### config.mk
export PLATFORM = sky130hd
export DESIGN_NAME = adder
export DESIGN_NICKNAME = d
export VERILOG_FILES = /design/src/rtl/adder.sv
export SDC_FILE = /design/constraint.sdc
export NUM_CORES = 1
export LEC_CHECK = 0
export ABC_AREA = 1
export BUFFER_PORTS_ARGS = -buffer_cell sky130_fd_sc_hd__buf_4
export CAP_MARGIN = 20
export CORE_AREA = 2 2 60 56
export CTS_CLUSTER_SIZE = 8
export DETAILED_ROUTE_END_ITERATION = 12
export DIE_AREA = 0 0 62 58
export GPL_TIMING_DRIVEN = 0
export PLACE_DENSITY_LB_ADDON = 0.25
export SYNTH_ARGS = -nofsm -noshare
export SYNTH_HDL_FRONTEND = slang
export SYNTH_SLANG_ARGS = --single-unit
export TNS_END_PERCENT = 10
### constraint.sdc
create_clock -name clk -period 1.7 [get_ports clk]
set_input_delay 0.255 -clock clk [delete_from_list [all_inputs] [get_ports clk]]
set_output_delay 0.255 -clock clk [all_outputs]
set_load 0.005 [all_outputs]
### src/rtl/adder.sv
//------------------------------------------------------------------------------
// Module   : adder
// Brief    : Registered unsigned/signed adder with carry-in, overflow flag,
//            valid qualifier and wrapping transaction counter.
// Revision : 1.0
//------------------------------------------------------------------------------
`default_nettype none

module adder #(
  parameter int WIDTH = 4,
  parameter int CNT_W = 16
) (
  input  logic             clk,
  input  logic             rst,
  input  logic [WIDTH-1:0] a,
  input  logic [WIDTH-1:0] b,
  input  logic             cin,
  input  logic             valid_in,
  input  logic             signed_mode,
  output logic [WIDTH:0]   c,
  output logic             ovf,
  output logic             valid_out,
  output logic [CNT_W-1:0] count
);

  logic [WIDTH:0]   a_ext;
  logic [WIDTH:0]   b_ext;
  logic [WIDTH:0]   cin_ext;
  logic [WIDTH:0]   sum;
  logic             sum_ovf;
  logic [CNT_W-1:0] count_one;

  // cin always enters as an unsigned 0/1, whatever the mode.
  always_comb begin
    a_ext     = {(signed_mode & a[WIDTH-1]), a};
    b_ext     = {(signed_mode & b[WIDTH-1]), b};
    cin_ext   = {{WIDTH{1'b0}}, cin};
    sum       = a_ext + b_ext + cin_ext;
    sum_ovf   = signed_mode ? (sum[WIDTH] ^ sum[WIDTH-1]) : sum[WIDTH];
    count_one = {{(CNT_W-1){1'b0}}, 1'b1};
  end

  always_ff @(posedge clk or posedge rst) begin
    if (rst) begin
      c         <= '0;
      ovf       <= 1'b0;
      valid_out <= 1'b0;
      count     <= '0;
    end else begin
      valid_out <= valid_in;
      if (valid_in) begin
        c     <= sum;
        ovf   <= sum_ovf;
        count <= count + count_one;
      end
    end
  end

endmodule

`default_nettype wire

==> qor.txt, run 1 <==
outcome = complete, no violations
endpoints failing hold = 0
Post-layout nets = 212
final setup fails = 0
Worst-Skew Late Latency = 0.30 ns
cells after synthesis = 153
WL final = 2.43 mm
Worst Setup Path Type = input pin to register
syn nets = 172
CP dominant cell by count = nand2_1
post-synthesis register bit count = 23
first-pass iteration count of the detailed router = 4
io pins = 36
Seq/Total Area, Yosys = 44.1%
top-area cell type share of the netlist area = 44.1%
worst-case reg-to-reg path depth = 8
setup TNS = 0 ns
crit-path max FO = 3
critical path depth = 11
Int Power = 1.04 mW
DR DRC count = 0
cell taking the most area after synthesis = dfrtp_1
peak supply drop = 0.327 mV
post-synthesis adder-cell area fraction = 6.90%
setup slack, reg-to-reg = 0.31 ns
sw frac = 34.2%
row cnt = 19
Starting Density = 44.0%
1st-iter DRT viols = 34
gr ovfl total = 0
PnR Total Power = 1.58 mW
delay-heaviest family, CP = adder cells
Setup crit start kind = input pin
critical path cell sequence = buf_4 > fa_1 > inv_1 > fa_1 > nor2_1 > nor2_1 > nand2_1 > nand2_1 > nand2_1 > nand3_1 > nand2_1
CTS resizes = 0
Post-CTS Setup Inserts = 0
Worst-Margin Slew = 0.822 ns
Clock Skew = 0.00735 ns
Synth Warn # = 0
Rel. slew slack = 45.1%
max-cap violations = 0
proportion of synthesized area in mux cells = 0%
Final period util = 83.1%
P_sw = 539 uW
Worst path max stage delay = 0.45 ns
Pwr Density = 957 nW/um2
Antenna Nets Post-Route = 0
Final Instance Area = 1650 um2
sequential share of power = 51.1%
simple-gate portion of the synthesized area = 30.7%
n_diodes = 0
Peak Freq = 0.707 GHz
Worst-path clk slew = 0.12 ns
Area contributors post-synth = dfrtp_1, nand2_1, xor2_1
CTS Hold Buffers Added = 0
largest net degree at the start of global routing = 24
# port buffers = 35
hold slack = 0.0810 ns
CTS tree = yes
Comb power frac = 33.4%
Clk pwr share = 15.5%
commonest non-fill, non-tap cell in the layout = nand2_1
Avg WL per Cell = 10.4 um
compound-cell area share of the yosys netlist = 2.39%
DIE HEIGHT = 58 um
synthesized area = 1310 um2
Max H-tree Level = 1
HPWL Detailed = 1.95 mm
Vias = 1,068
most frequent cells in the layout = nand2_1, buf_4, dfrtp_1, inv_1, nand3_1
critical path arrival = 1.63 ns
clock root buffer master = clkbuf_4
Slew Limit Fails = 0
min cycle time layout = 1.41 ns
Unique masters post-synth = 21
Lkg Pwr = 0.884 nW
area delta synth->final = 26.1%
vias per cell = 4.56
crit end category = register
largest family of logic cells by synthesized area = simple AND/OR/NAND/NOR gates
XOR/XNOR Fraction of Synth Area = 8.72%
RSZ-0062 raised after global routing = false
DIE AREA = 3600 um2
Total Routing Usage GR = 15.4%
Clock Sinks = 23
Filler cells = 296
Num CTS Buffers = 3
initial antenna violation count = 0
Avg Cell Area, Syn = 8.54 um2
WP buf/inv = 2
multi-input logic area = 637 um2
Sequential cell area = 576 um2
clock tree buffer depth = 2
Hold Path Cell Cnt = 1
share of layout cells above drive strength 1 = 25.5%
vias in the first global route = 1,028
first-pass GRT wire length = 4.23 mm
CP Data Required Time = 1.91 ns
core box area = 2970 um2
placed cell areas = 1620 um2
Final GP Congestion = 0.811
Hold WC Path Type = input pin to register
die width = 62 um
CP max stage cell = fa_1
==> area by class of cell <==
type / instances / area share (%)
Sequential cell: 23 / 34.9
Multi-Input combinational cell: 109 / 38.6
Clock buffer: 4 / 1.59
Inverter: 20 / 5.01
Tap cell: 42 / 3.19
Timing Repair Buffer: 35 / 15.9
Buffer: 1 / 0.683
==> routing by layer <==
layer	GRT usage, %	vias to the layer above	share of wire (%)
li1	-	556	-
met1	18.5	489	42
met2	27.5	19	54
met3	2.01	4	2.5
met4	5.47	0	1.1
met5	0	-	0
==> path summary, 6_finish.rpt <==
path                            startpoint   endpoint
worst max-delay path                  a[0]        ovf
worst min-delay path              valid_in  valid_out
worst max register to register    count[0]   count[8]
worst min register to register   count[15]  count[15]
max in group asynchronous              rst   count[5]
min in group asynchronous              rst   count[6]
==> power groups by stage <==
stage | Clock, mW | Sequential [mW] | Combinational [mW]
final | 0.245 | 0.805 | 0.526
after detailed placement | 0 | 0.820 | 0.534
after CTS | 0.255 | 0.810 | 0.536
after global routing | 0.288 | 0.830 | 0.612
after floorplan | 0 | 0.802 | 0.280
after global placement | 0 | 0.813 | 0.521
==> synthesized netlist by cell type <==
master	n
inv_8	1
nand2_1	48
xnor2_1	3
nor2_4	3
xor2_1	10
nor3_2	2
buf_6	1
nand3b_4	1
inv_1	19
fa_1	2
nor2_2	1
nor3_1	3
dfrtp_1	23
o21ai_0	4
nor2_1	8
nand3_1	13
nand2_2	2
ha_1	4
a31oi_1	1
a21oi_1	1
nand4_1	3
==> cells by family after synthesis <==
kind of cell | count (synthesis)
AOI/OAI and AO/OA | 6
xor gates and xnor gates | 13
adders and majority gates | 6
buffers and inverters | 21
DFF | 23
and+or+nand+nor | 84
==> metrics by stage <==
step / setup slack, ns / cells / util, %
global route: 0.129 / 234 / 55.5
global placement: -0.0215 / 230 / 54.6
finish: 0.287 / 234 / 55.5
floorplan: 0.202 / 153 / -
detailed placement: -0.0491 / 230 / 54.6
CTS: 0.267 / 234 / 55.5
==> registers in the layout, indices dropped and copies added, names as in the netlist <==
name,count
c,5
count,16
ovf,1
valid_out,1
No activity file was read; power rests on OpenSTA's default activity.
==> run 2: changes to the inputs <==
==> constraint.sdc (replaced) <==
create_clock -name clk -period 1.4 [get_ports clk]
set_input_delay 0.21 -clock clk [delete_from_list [all_inputs] [get_ports clk]]
set_output_delay 0.21 -clock clk [all_outputs]
set_load 0.005 [all_outputs]
==> qor.txt, run 2 (synthesis gave the netlist of run 1 again) <==
DIE AREA = 3600 um2
clock root buffer master = clkbuf_4
outcome = complete, no violations
row cnt = 19
share of layout cells above drive strength 1 = 27.8%
Worst-Skew Late Latency = 0.31 ns
Final period util = 94.3%
crit end category = register
Avg WL per Cell = 11.0 um
critical path depth = 8
DIE HEIGHT = 58 um
die width = 62 um
DR DRC count = 0
critical path cell sequence = ha_1 > nand3_2 > nor2_4 > nand2_2 > nor2_4 > nand3_1 > nand2_1 > nand2_1
commonest non-fill, non-tap cell in the layout = nand2_1
Biggest register = count
Max H-tree Level = 1
Worst-path clk slew = 0.12 ns
# port buffers = 35
n_diodes = 0
area delta synth->final = 28.4%
io pins = 36
final setup fails = 0
gr ovfl total = 0
min cycle time layout = 1.32 ns
Hold Path Cell Cnt = 1
vias in the first global route = 1,009
Hold WC Path Type = input pin to register
vias per cell = 4.61
Worst-Margin Slew = 0.831 ns
Num CTS Buffers = 3
critical path arrival = 1.53 ns
Worst Setup Path Type = register to register
placed cell areas = 1630 um2
crit-path max FO = 3
Clock Skew = 0.00545 ns
Rel. slew slack = 44.5%
core box area = 2970 um2
setup slack, reg-to-reg = 0.08 ns
Starting Density = 44.0%
Worst path max stage delay = 0.38 ns
Post-layout nets = 214
Final Instance Area = 1680 um2
HPWL Detailed = 1.96 mm
Total Routing Usage GR = 15.6%
Final GP Congestion = 0.792
most frequent cells in the layout = nand2_1, buf_4, dfrtp_1, inv_1, nand3_1
Peak Freq = 0.757 GHz
PnR Total Power = 2.00 mW
clock tree buffer depth = 2
Setup crit start kind = register
max-cap violations = 0
CP Data Required Time = 1.61 ns
peak supply drop = 0.436 mV
initial antenna violation count = 0
WP buf/inv = 0
Vias = 1,089
largest net degree at the start of global routing = 24
Lkg Pwr = 0.893 nW
RSZ-0062 raised after global routing = true
CTS tree = yes
first-pass GRT wire length = 4.21 mm
CP max stage cell = dfrtp_1
endpoints failing hold = 0
biggest regs = count: 16 flops, c: 5 flops
Antenna Nets Post-Route = 0
CTS Hold Buffers Added = 0
delay-heaviest family, CP = simple AND/OR/NAND/NOR gates
worst-case reg-to-reg path depth = 8
Clock Sinks = 23
1st-iter DRT viols = 46
Pwr Density = 1190 nW/um2
WL final = 2.60 mm
max reg flops = 16
Slew Limit Fails = 0
first-pass iteration count of the detailed router = 4
Core Util, Final = 56.5%
## run 2: what timing repair did
| action | CTS | global route |
|---|---|---|
| buffers inserted | 2 | 0 |
| gates resized for setup | 0 | 2 |
| pin swaps | 0 | 0 |
| setup endpoints to repair | 3 | 3 |
## run 2: stage by stage
step | setup WS [ns] | cells | hold WS [ns] | setup TNS, ns
floorplan | 0.00848 | 153 | 0.212 | 0
global placement | -0.201 | 230 | 0.345 | -0.352
detailed placement | -0.235 | 230 | 0.346 | -0.520
CTS | 0.0354 | 236 | 0.0165 | 0
global route | -0.0598 | 236 | 0.0142 | -0.119
finish | 0.0797 | 236 | 0.0230 | 0
## run 2: report_power, final
| group | total (mW) | leakage (nW) | internal, mW | switching, mW |
|---|---|---|---|---|
| Combinational | 0.732 | 0.597 | 0.387 | 0.345 |
| Sequential | 0.972 | 0.281 | 0.803 | 0.169 |
| Clock | 0.300 | 0.0150 | 0.111 | 0.188 |
## run 2: final timing paths
kind,start,end
max in group asynchronous,rst,count[7]
hold / removal,valid_in,valid_out
hold reg to reg,count[15],count[15]
min in group asynchronous,rst,count[1]
setup / recovery,count[0],count[8]
setup reg to reg,count[0],count[8]
## run 2: final cells by class
cell class	count	area, um2
buffer	1	11.3
clock buffer	4	26.3
fill	266	1290
inverter	20	82.6
multi-input combinational	109	652
sequential	23	576
tap	42	52.6
timing repair buffer	37	278
## run 2: metal layers
metal	track usage, %	share of wire, %	vias to the layer above
met2	24.9	52	24
met1	20.1	42	500
met5	0	0	-
li1	-	-	561
met3	3.35	3.9	4
met4	6.99	1.3	0
